==> src/rtl/mem_test_engine.sv <==
// Data-memory test initiator: FILL writes a linear pattern over an address range,
// CHECK reads it back and counts mismatches. One command per start strobe.
module mem_test_engine #(
    parameter int ADDR_W = 10,
    parameter int DATA_W = 32
) (
    input  logic              clk,
    input  logic              rst_n,
    input  logic              start,
    input  logic              mode,
    input  logic [ADDR_W-1:0] base_addr,
    input  logic [ADDR_W:0]   length,
    input  logic [DATA_W-1:0] pattern,
    input  logic [DATA_W-1:0] incr,
    output logic              memwrite,
    output logic              memread,
    output logic [ADDR_W-1:0] address,
    output logic [DATA_W-1:0] write_data,
    input  logic [DATA_W-1:0] read_data,
    output logic              busy,
    output logic              done,
    output logic [ADDR_W:0]   err_count,
    output logic [ADDR_W-1:0] first_err_addr,
    output logic              error
);

    typedef enum logic [1:0] {S_IDLE, S_FILL, S_CHECK, S_DONE} state_t;

    localparam logic [ADDR_W-1:0] ONE_ADDR = ADDR_W'(1);
    localparam logic [ADDR_W:0]   ONE_CNT  = (ADDR_W + 1)'(1);

    state_t              state_reg, state_next;
    logic [ADDR_W-1:0]   addr_reg, addr_next;
    logic [DATA_W-1:0]   pat_reg, pat_next;
    logic [DATA_W-1:0]   incr_reg, incr_next;
    logic [ADDR_W:0]     remaining_reg, remaining_next;
    logic                memwrite_reg, memwrite_next;
    logic                memread_reg, memread_next;
    logic [DATA_W-1:0]   wdata_reg, wdata_next;
    logic                busy_reg, busy_next;
    logic                done_reg, done_next;
    logic [ADDR_W:0]     err_count_reg, err_count_next;
    logic [ADDR_W-1:0]   first_err_reg, first_err_next;
    logic                error_reg, error_next;

    always_ff @(posedge clk) begin
        if (!rst_n) begin
            state_reg     <= S_IDLE;
            addr_reg      <= '0;
            pat_reg       <= '0;
            incr_reg      <= '0;
            remaining_reg <= '0;
            memwrite_reg  <= 1'b0;
            memread_reg   <= 1'b0;
            wdata_reg     <= '0;
            busy_reg      <= 1'b0;
            done_reg      <= 1'b0;
            err_count_reg <= '0;
            first_err_reg <= '0;
            error_reg     <= 1'b0;
        end else begin
            state_reg     <= state_next;
            addr_reg      <= addr_next;
            pat_reg       <= pat_next;
            incr_reg      <= incr_next;
            remaining_reg <= remaining_next;
            memwrite_reg  <= memwrite_next;
            memread_reg   <= memread_next;
            wdata_reg     <= wdata_next;
            busy_reg      <= busy_next;
            done_reg      <= done_next;
            err_count_reg <= err_count_next;
            first_err_reg <= first_err_next;
            error_reg     <= error_next;
        end
    end

    // Memory-side outputs are computed one cycle ahead so the registered copies
    // line up with the access cycle they belong to.
    always_comb begin
        state_next     = state_reg;
        addr_next      = addr_reg;
        pat_next       = pat_reg;
        incr_next      = incr_reg;
        remaining_next = remaining_reg;
        memwrite_next  = 1'b0;
        memread_next   = 1'b0;
        wdata_next     = '0;
        busy_next      = 1'b0;
        done_next      = 1'b0;
        err_count_next = err_count_reg;
        first_err_next = first_err_reg;

        case (state_reg)
            S_IDLE: begin
                if (start) begin
                    addr_next      = base_addr;
                    pat_next       = pattern;
                    incr_next      = incr;
                    remaining_next = length;
                    err_count_next = '0;
                    first_err_next = '0;
                    if (length == '0) begin
                        state_next = S_DONE;
                        done_next  = 1'b1;
                    end else if (!mode) begin
                        state_next    = S_FILL;
                        memwrite_next = 1'b1;
                        wdata_next    = pattern;
                        busy_next     = 1'b1;
                    end else begin
                        state_next   = S_CHECK;
                        memread_next = 1'b1;
                        busy_next    = 1'b1;
                    end
                end
            end
            S_FILL, S_CHECK: begin
                addr_next      = addr_reg + ONE_ADDR;
                pat_next       = pat_reg + incr_reg;
                remaining_next = remaining_reg - ONE_CNT;
                if (state_reg == S_CHECK && read_data != pat_reg) begin
                    err_count_next = err_count_reg + ONE_CNT;
                    if (err_count_reg == '0)
                        first_err_next = addr_reg;
                end
                if (remaining_reg == ONE_CNT) begin
                    state_next = S_DONE;
                    done_next  = 1'b1;
                end else begin
                    busy_next = 1'b1;
                    if (state_reg == S_FILL) begin
                        memwrite_next = 1'b1;
                        wdata_next    = pat_reg + incr_reg;
                    end else begin
                        memread_next = 1'b1;
                    end
                end
            end
            S_DONE: begin
                state_next = S_IDLE;
            end
            default: begin
                state_next = S_IDLE;
            end
        endcase

        error_next = (err_count_next != '0);
    end

    assign memwrite       = memwrite_reg;
    assign memread        = memread_reg;
    assign address        = addr_reg;
    assign write_data     = wdata_reg;
    assign busy           = busy_reg;
    assign done           = done_reg;
    assign err_count      = err_count_reg;
    assign first_err_addr = first_err_reg;
    assign error          = error_reg;

endmodule
==> config.mk <==
export PLATFORM = sky130hd
export DESIGN_NAME = mem_test_engine
export DESIGN_NICKNAME = d
export VERILOG_FILES = /design/src/rtl/mem_test_engine.sv
export SDC_FILE = /design/constraint.sdc
export NUM_CORES = 1
export LEC_CHECK = 0
export ABC_AREA = 1
export ABC_CLOCK_PERIOD_IN_PS = 4800
export CORE_MARGIN = 2
export CORE_UTILIZATION = 53
export CTS_BUF_LIST = sky130_fd_sc_hd__clkbuf_16
export DETAILED_ROUTE_END_ITERATION = 10
export PLACE_DENSITY = 0.93
export SLEW_MARGIN = 10
export SYNTH_ARGS = -nofsm -noshare
export SYNTH_HDL_FRONTEND = slang
export SYNTH_SLANG_ARGS = --single-unit
==> constraint.sdc <==
create_clock -name clk -period 4.8 [get_ports clk]
set_input_delay 0.48 -clock clk [delete_from_list [all_inputs] [get_ports clk]]
set_output_delay 0.48 -clock clk [all_outputs]
set_load 0.01 [all_outputs]
; ---- Yosys cells after proc, flatten, opt, wreduce, memory -nomap -nowiden
; Cells that the tools add are included.
[totals]
wordCells = 81
out_inout_bits = 68
reg_bits = 145
[classes]
mux = 44
n_eq_ne = 9
reduce_logical = 11
addsub = 4
[ops]
columns = cell, n
row1 = 32-bit 2-to-1 mux, 6
row2 = 32-bit case mux with 2 select lines, 2
row3 = 11-bit case mux with 2 select lines, 2
row4 = 10-bit 2-to-1 mux, 4
row5 = 10-bit case mux with 2 select lines, 2
row6 = 11-bit 2-to-1 mux, 3
row7 = 32-bit adder, 1
row8 = 32-bit != test, 1
row9 = 11-bit zero test, 2
row10 = 1-bit 2-to-1 mux, 16
row11 = "11-bit by 1-bit adder with 11-bit output, second input constant", 1
row12 = "11-bit by 1-bit equality test with 1-bit output, second input constant", 1
row13 = 11-bit nonzero test, 1
row14 = "11-bit by 1-bit subtractor with 11-bit output, second input constant", 1
row15 = "10-bit by 1-bit adder with 10-bit output, second input constant", 1
row16 = 2-bit 2-to-1 mux, 4
row17 = "2-bit != test, second input constant", 4
row18 = 1-bit case mux with 2 select lines, 4
row19 = 2-bit case mux with 3 select lines, 1
row20 = 2-bit AND reduction, 3
row21 = "2-bit equality test, second input constant", 2
row22 = 4-bit AND reduction, 1
row23 = "2-bit by 1-bit equality test with 1-bit output, second input constant", 1
row24 = 2-bit zero test, 1
row25 = 3 further kinds, 3

; ---- Depth between registers and ports, before layout
[logic_depth]
depth_word = 5
ltp_mapped = 18
mapped_depth_nobuf = 17

; ---- Worst setup path before layout
; OpenSTA, ideal clock, no wires.
[synth_timing]
kind = reg-to-reg
startpoint = register pat_reg[0]
endpoint = register wdata_reg[18], in the netlist write_data[18]
path_slack_ns = 2.720
setup_ns = 0.071
path_buffers = 0
t_required_ns = 4.729
path_stages_with_launch = 14
arrival_time_ns = 2.009
synth_period_minus_slack_ns = 2.080
cell_sequence = dfxtp_1 > ha_1 > inv_1 > fa_1 > inv_1 > nand3_1 > nand2_2 > a21boi_2 > o21ai_2 > nand2_1 > o21ai_0 > xor2_1 > nand3_1 > a21oi_1
[synth_via]
elab_chain_len = 4
[synth_rtl]
columns = element, line_no
row1 = from (decl), 34  ; logic [DATA_W-1:0] pat_reg, pat_next;
row2 = from (signal assigned), 64  ; pat_reg <= pat_next;
row3 = 32-bit adder, 134  ; wdata_next = pat_reg + incr_reg;
row4 = 32-bit 2-to-1 mux, 132  ; if (state_reg == S_FILL) begin
row5 = 32-bit 2-to-1 mux, 127  ; if (remaining_reg == ONE_CNT) begin
row6 = 32-bit case mux with 2 select lines, 94  ; case (state_reg)
row7 = to (signal assigned), 69  ; wdata_reg <= wdata_next;
row8 = to (decl), 39  ; logic [DATA_W-1:0] wdata_reg, wdata_next;
; Every way passes these cells.
; A chain may end at the register's enable or synchronous reset.

; ---- Worst setup path after layout
[layout_timing]
startpoint = register state_reg[0]
endpoint = register first_err_reg[9], in the netlist first_err_addr[9]
[layout_via]
elab_chain_len = 4
[layout_rtl]
columns = element, line_no
row1 = from (decl), 32  ; state_t state_reg, state_next;
row2 = from (signal assigned), 62  ; state_reg <= state_next;
row3 = 2-bit equality test or 2-bit by 1-bit equality test with 1-bit output (tied branches), "94, 122"
row4 = 2-bit OR reduction or 1-bit logical AND (tied branches), "94, 122"
row5 = 2-bit != test (no line) or 2-bit nonzero test (tied branches), -
row6 = 4-bit AND reduction (no line), -
row7 = to (signal assigned), 73  ; first_err_reg <= first_err_next;
row8 = to (decl), 43  ; logic [ADDR_W-1:0] first_err_reg, first_err_next;
; Several ways; a longest one is shown, not always the timed one.

==> impl_metrics.tcl <==
set metrics [dict create \
    outcome "finished, final reports clean" \
    num-fill-cells 1331 \
    insertion_delay_ns 0.44 \
    rows 46 \
    p_total_w 0.00667 \
    totalWireLength_um 28700 \
    setup_tns_ns 0 \
    io_pins 189 \
    post-route-min-period_ns 2.81 \
    dp_slack_ns 1.88 \
    max_cap_viol_count 0 \
    topRoutingLayerUsed "met5" \
    worst_slew_pin_slew_ns 0.932 \
    start_kind "register" \
    relSlewSlack 0.378 \
    path_cells "inv_1, ha_1, inv_1, nor2_1, nor2_4, buf_4, inv_2, a21oi_1, nand2_4, inv_2, o21ai_0, a21oi_1" \
    multiInputGateArea_sq_um 5150 \
    fmax_ghz 0.356 \
    wl_met3_um 2640 \
    slowest_delay_ns 0.48 \
    wl_per_cell_um 16.8 \
    syn-cell-area_sq_um 8730 \
    crit_buf_inv 5 \
    drt_iter0_drc 1038 \
    cts_root_buf "clkbuf_16" \
    finalHoldViolCount 0 \
    worst_slack_ns 1.99 \
    post_cts_resized 0 \
    setup_violations 0 \
    cts_max_level 4 \
    grt_setup_unrepaired "no" \
    track_usage 0.321 \
    cts-hold-fix-buffers 0 \
    dp_hpwl_um 19900 \
    ys.flop_type "dfxtp_1" \
    start_util 0.546 \
    pwr_density_cell_nw_per_um2 587 \
    met2_length_um 13500 \
    vias 9787 \
    p_int_w 0.00370 \
    grt_first_pass_wirelength_um 45700 \
    synth_edf_count 0 \
    avgSynthCellArea_sq_um 6.63 \
    critPathTopFamily "buffers and inverters" \
    clk_pin_slew_ns 0.06 \
    drv_slew 0 \
    die-area_sq_um 17500 \
    pwr-share-clk 0.220 \
    yosys_warnings 0 \
    place.gp.congestion 0.969 \
    die_h_um 132 \
    numPortBuffers 188 \
    cts_tree "built" \
    cts_setup_buffers 0 \
    n_antenna_cell 0 \
    die_x_um 132 \
    critPathCaptureType "register" \
    swShare 0.445 \
    dr.pass1.iters 6 \
    slowest_stage "buf_4" \
    hp-class "reg2reg" \
    mappedNetlistNets 1481 \
    cts.sinks 145 \
    p_leak_nw 4.74 \
    final-instance-count-excl-fill 1707 \
    fin_util 0.710 \
    required_ns 5.16 \
    fin_crit_sh 0.585 \
    critical_path_arrival_ns 3.17 \
    nets 1641 \
    antenna_found_initial 1 \
    met1_length_um 11900 \
    syn_inst 1318 \
    ys_ff_latch 145 \
    area_delta_synth_final_pct 30.1 \
    synth_cell_types 49 \
    power_frac_seq 0.283 \
    vdd.ir_drop.worst_uv 422 \
    drc 0 \
    numCtsBuffers 17 \
    area.sequential_sq_um 2900 \
    ant_nets 0 \
    grt_pass1_vias 9228 \
    yosysSeqAreaShare 0.332 \
    clk_path_buf_depth 2 \
    skew_ns 0.00860 \
    viasPerCell 5.73 \
    drive_above_1_share 0.0550 \
    crit_type "reg2reg" \
    placed_cells 1675 \
    coreArea_sq_um 16000 \
    worstPathMaxFanout 56 \
    p_comb_frac 0.496 \
    grt_overflow 0 \
    p_switching_w 0.00297 \
    ys_async_sr_fraction 0 \
    grt_start_max_net_pins 87 \
]
[path summary, 6_finish.rpt]
path / start / end / slack (ns) / cells after the start
setup / recovery: state_reg[0] / first_err_addr[9] / 1.99 / 12
hold reg to reg: remaining_reg[5] / remaining_reg[5] / 0.48 / 2
hold / removal: remaining_reg[5] / remaining_reg[5] / 0.48 / 2
setup reg to reg: state_reg[0] / first_err_addr[9] / 1.99 / 12
[metrics by stage]
stage                     cell area (sq um)  hold WS [ns]
after floorplan                        8730         0.443
after global placement                10700         0.454
after detailed placement              10700         0.464
after CTS                             11400         0.474
after global routing                  11400         0.496
final                                 11400         0.475
[logic make-up (layout without fill, tap and decap cells)]
group | Yosys count | in the layout | synth area share
compound gates | 341 | 341 | 0.215
xor+xnor | 36 | 36 | 0.0361
fa+ha+maj | 42 | 42 | 0.0610
buf+inv | 177 | 350 | 0.0794
flops | 145 | 145 | 0.332
simple gates | 577 | 577 | 0.276
[worst reg2reg max path, cell delays in order, from the launching register on]
cell	delay, ns
dfxtp_1	0.38
inv_1	0.12
ha_1	0.25
inv_1	0.06
nor2_1	0.11
nor2_4	0.10
buf_4	0.48
inv_2	0.25
a21oi_1	0.29
nand2_4	0.12
inv_2	0.22
o21ai_0	0.15
a21oi_1	0.20
[synth_stat cells, types with 4 or more instances]
cell type	instances	share of area
nand2_2	5	0.0036
clkbuf_1	39	0.017
a221oi_1	8	0.0080
ha_1	41	0.059
buf_2	8	0.0046
nand3_1	66	0.038
o21bai_1	9	0.0077
o21ai_0	116	0.066
nand2_1	252	0.11
a31oi_1	10	0.0072
or2_2	11	0.0079
nor2_1	197	0.085
xnor2_1	27	0.027
o211ai_1	5	0.0043
nand4_1	14	0.010
nand3b_1	4	0.0034
xor2_1	9	0.0090
a21oi_1	165	0.095
dfxtp_1	145	0.33
inv_1	116	0.050
buf_1	7	0.0030
o21ai_2	4	0.0040
nor3_1	15	0.0086
[power groups by stage]
stage / sequential [W] / combinational [W] / clock [W]
detailed placement: 0.00189 / 0.00320 / 0
global placement: 0.00188 / 0.00309 / 0
floorplan: 0.00186 / 0.00224 / 0
CTS: 0.00188 / 0.00325 / 0.00146
global route: 0.00193 / 0.00364 / 0.00153
finish: 0.00189 / 0.00331 / 0.00147
[placed cells by master, fill, tap and decap left out, drive strengths merged, types with 10 or more instances in the layout]
cell / n
inv: 121
nand4: 14
nand2: 259
xnor2: 27
ha: 41
clkbuf: 17
clkdlybuf4s50: 187
a31oi: 10
nand3: 68
nor2: 199
buf: 11
nor3: 16
or2: 12
dfxtp: 145
o21ai: 122
a21oi: 167
[cell type report]
class	instances	area share
timing repair buffer	198	0.172
tap	216	0.0238
sequential	145	0.255
clock buffer	17	0.0374
multi-input combinational	996	0.453
clock inverter	15	0.0188
inverter	120	0.0396
[metal layers]
metal | vias to the layer above | global-route usage
met2 | 563 | 0.539
met4 | 2 | 0.116
met1 | 4453 | 0.404
met5 | - | 0
met3 | 60 | 0.0727
li1 | 4709 | -
Power figures use the tool's default switching activity.
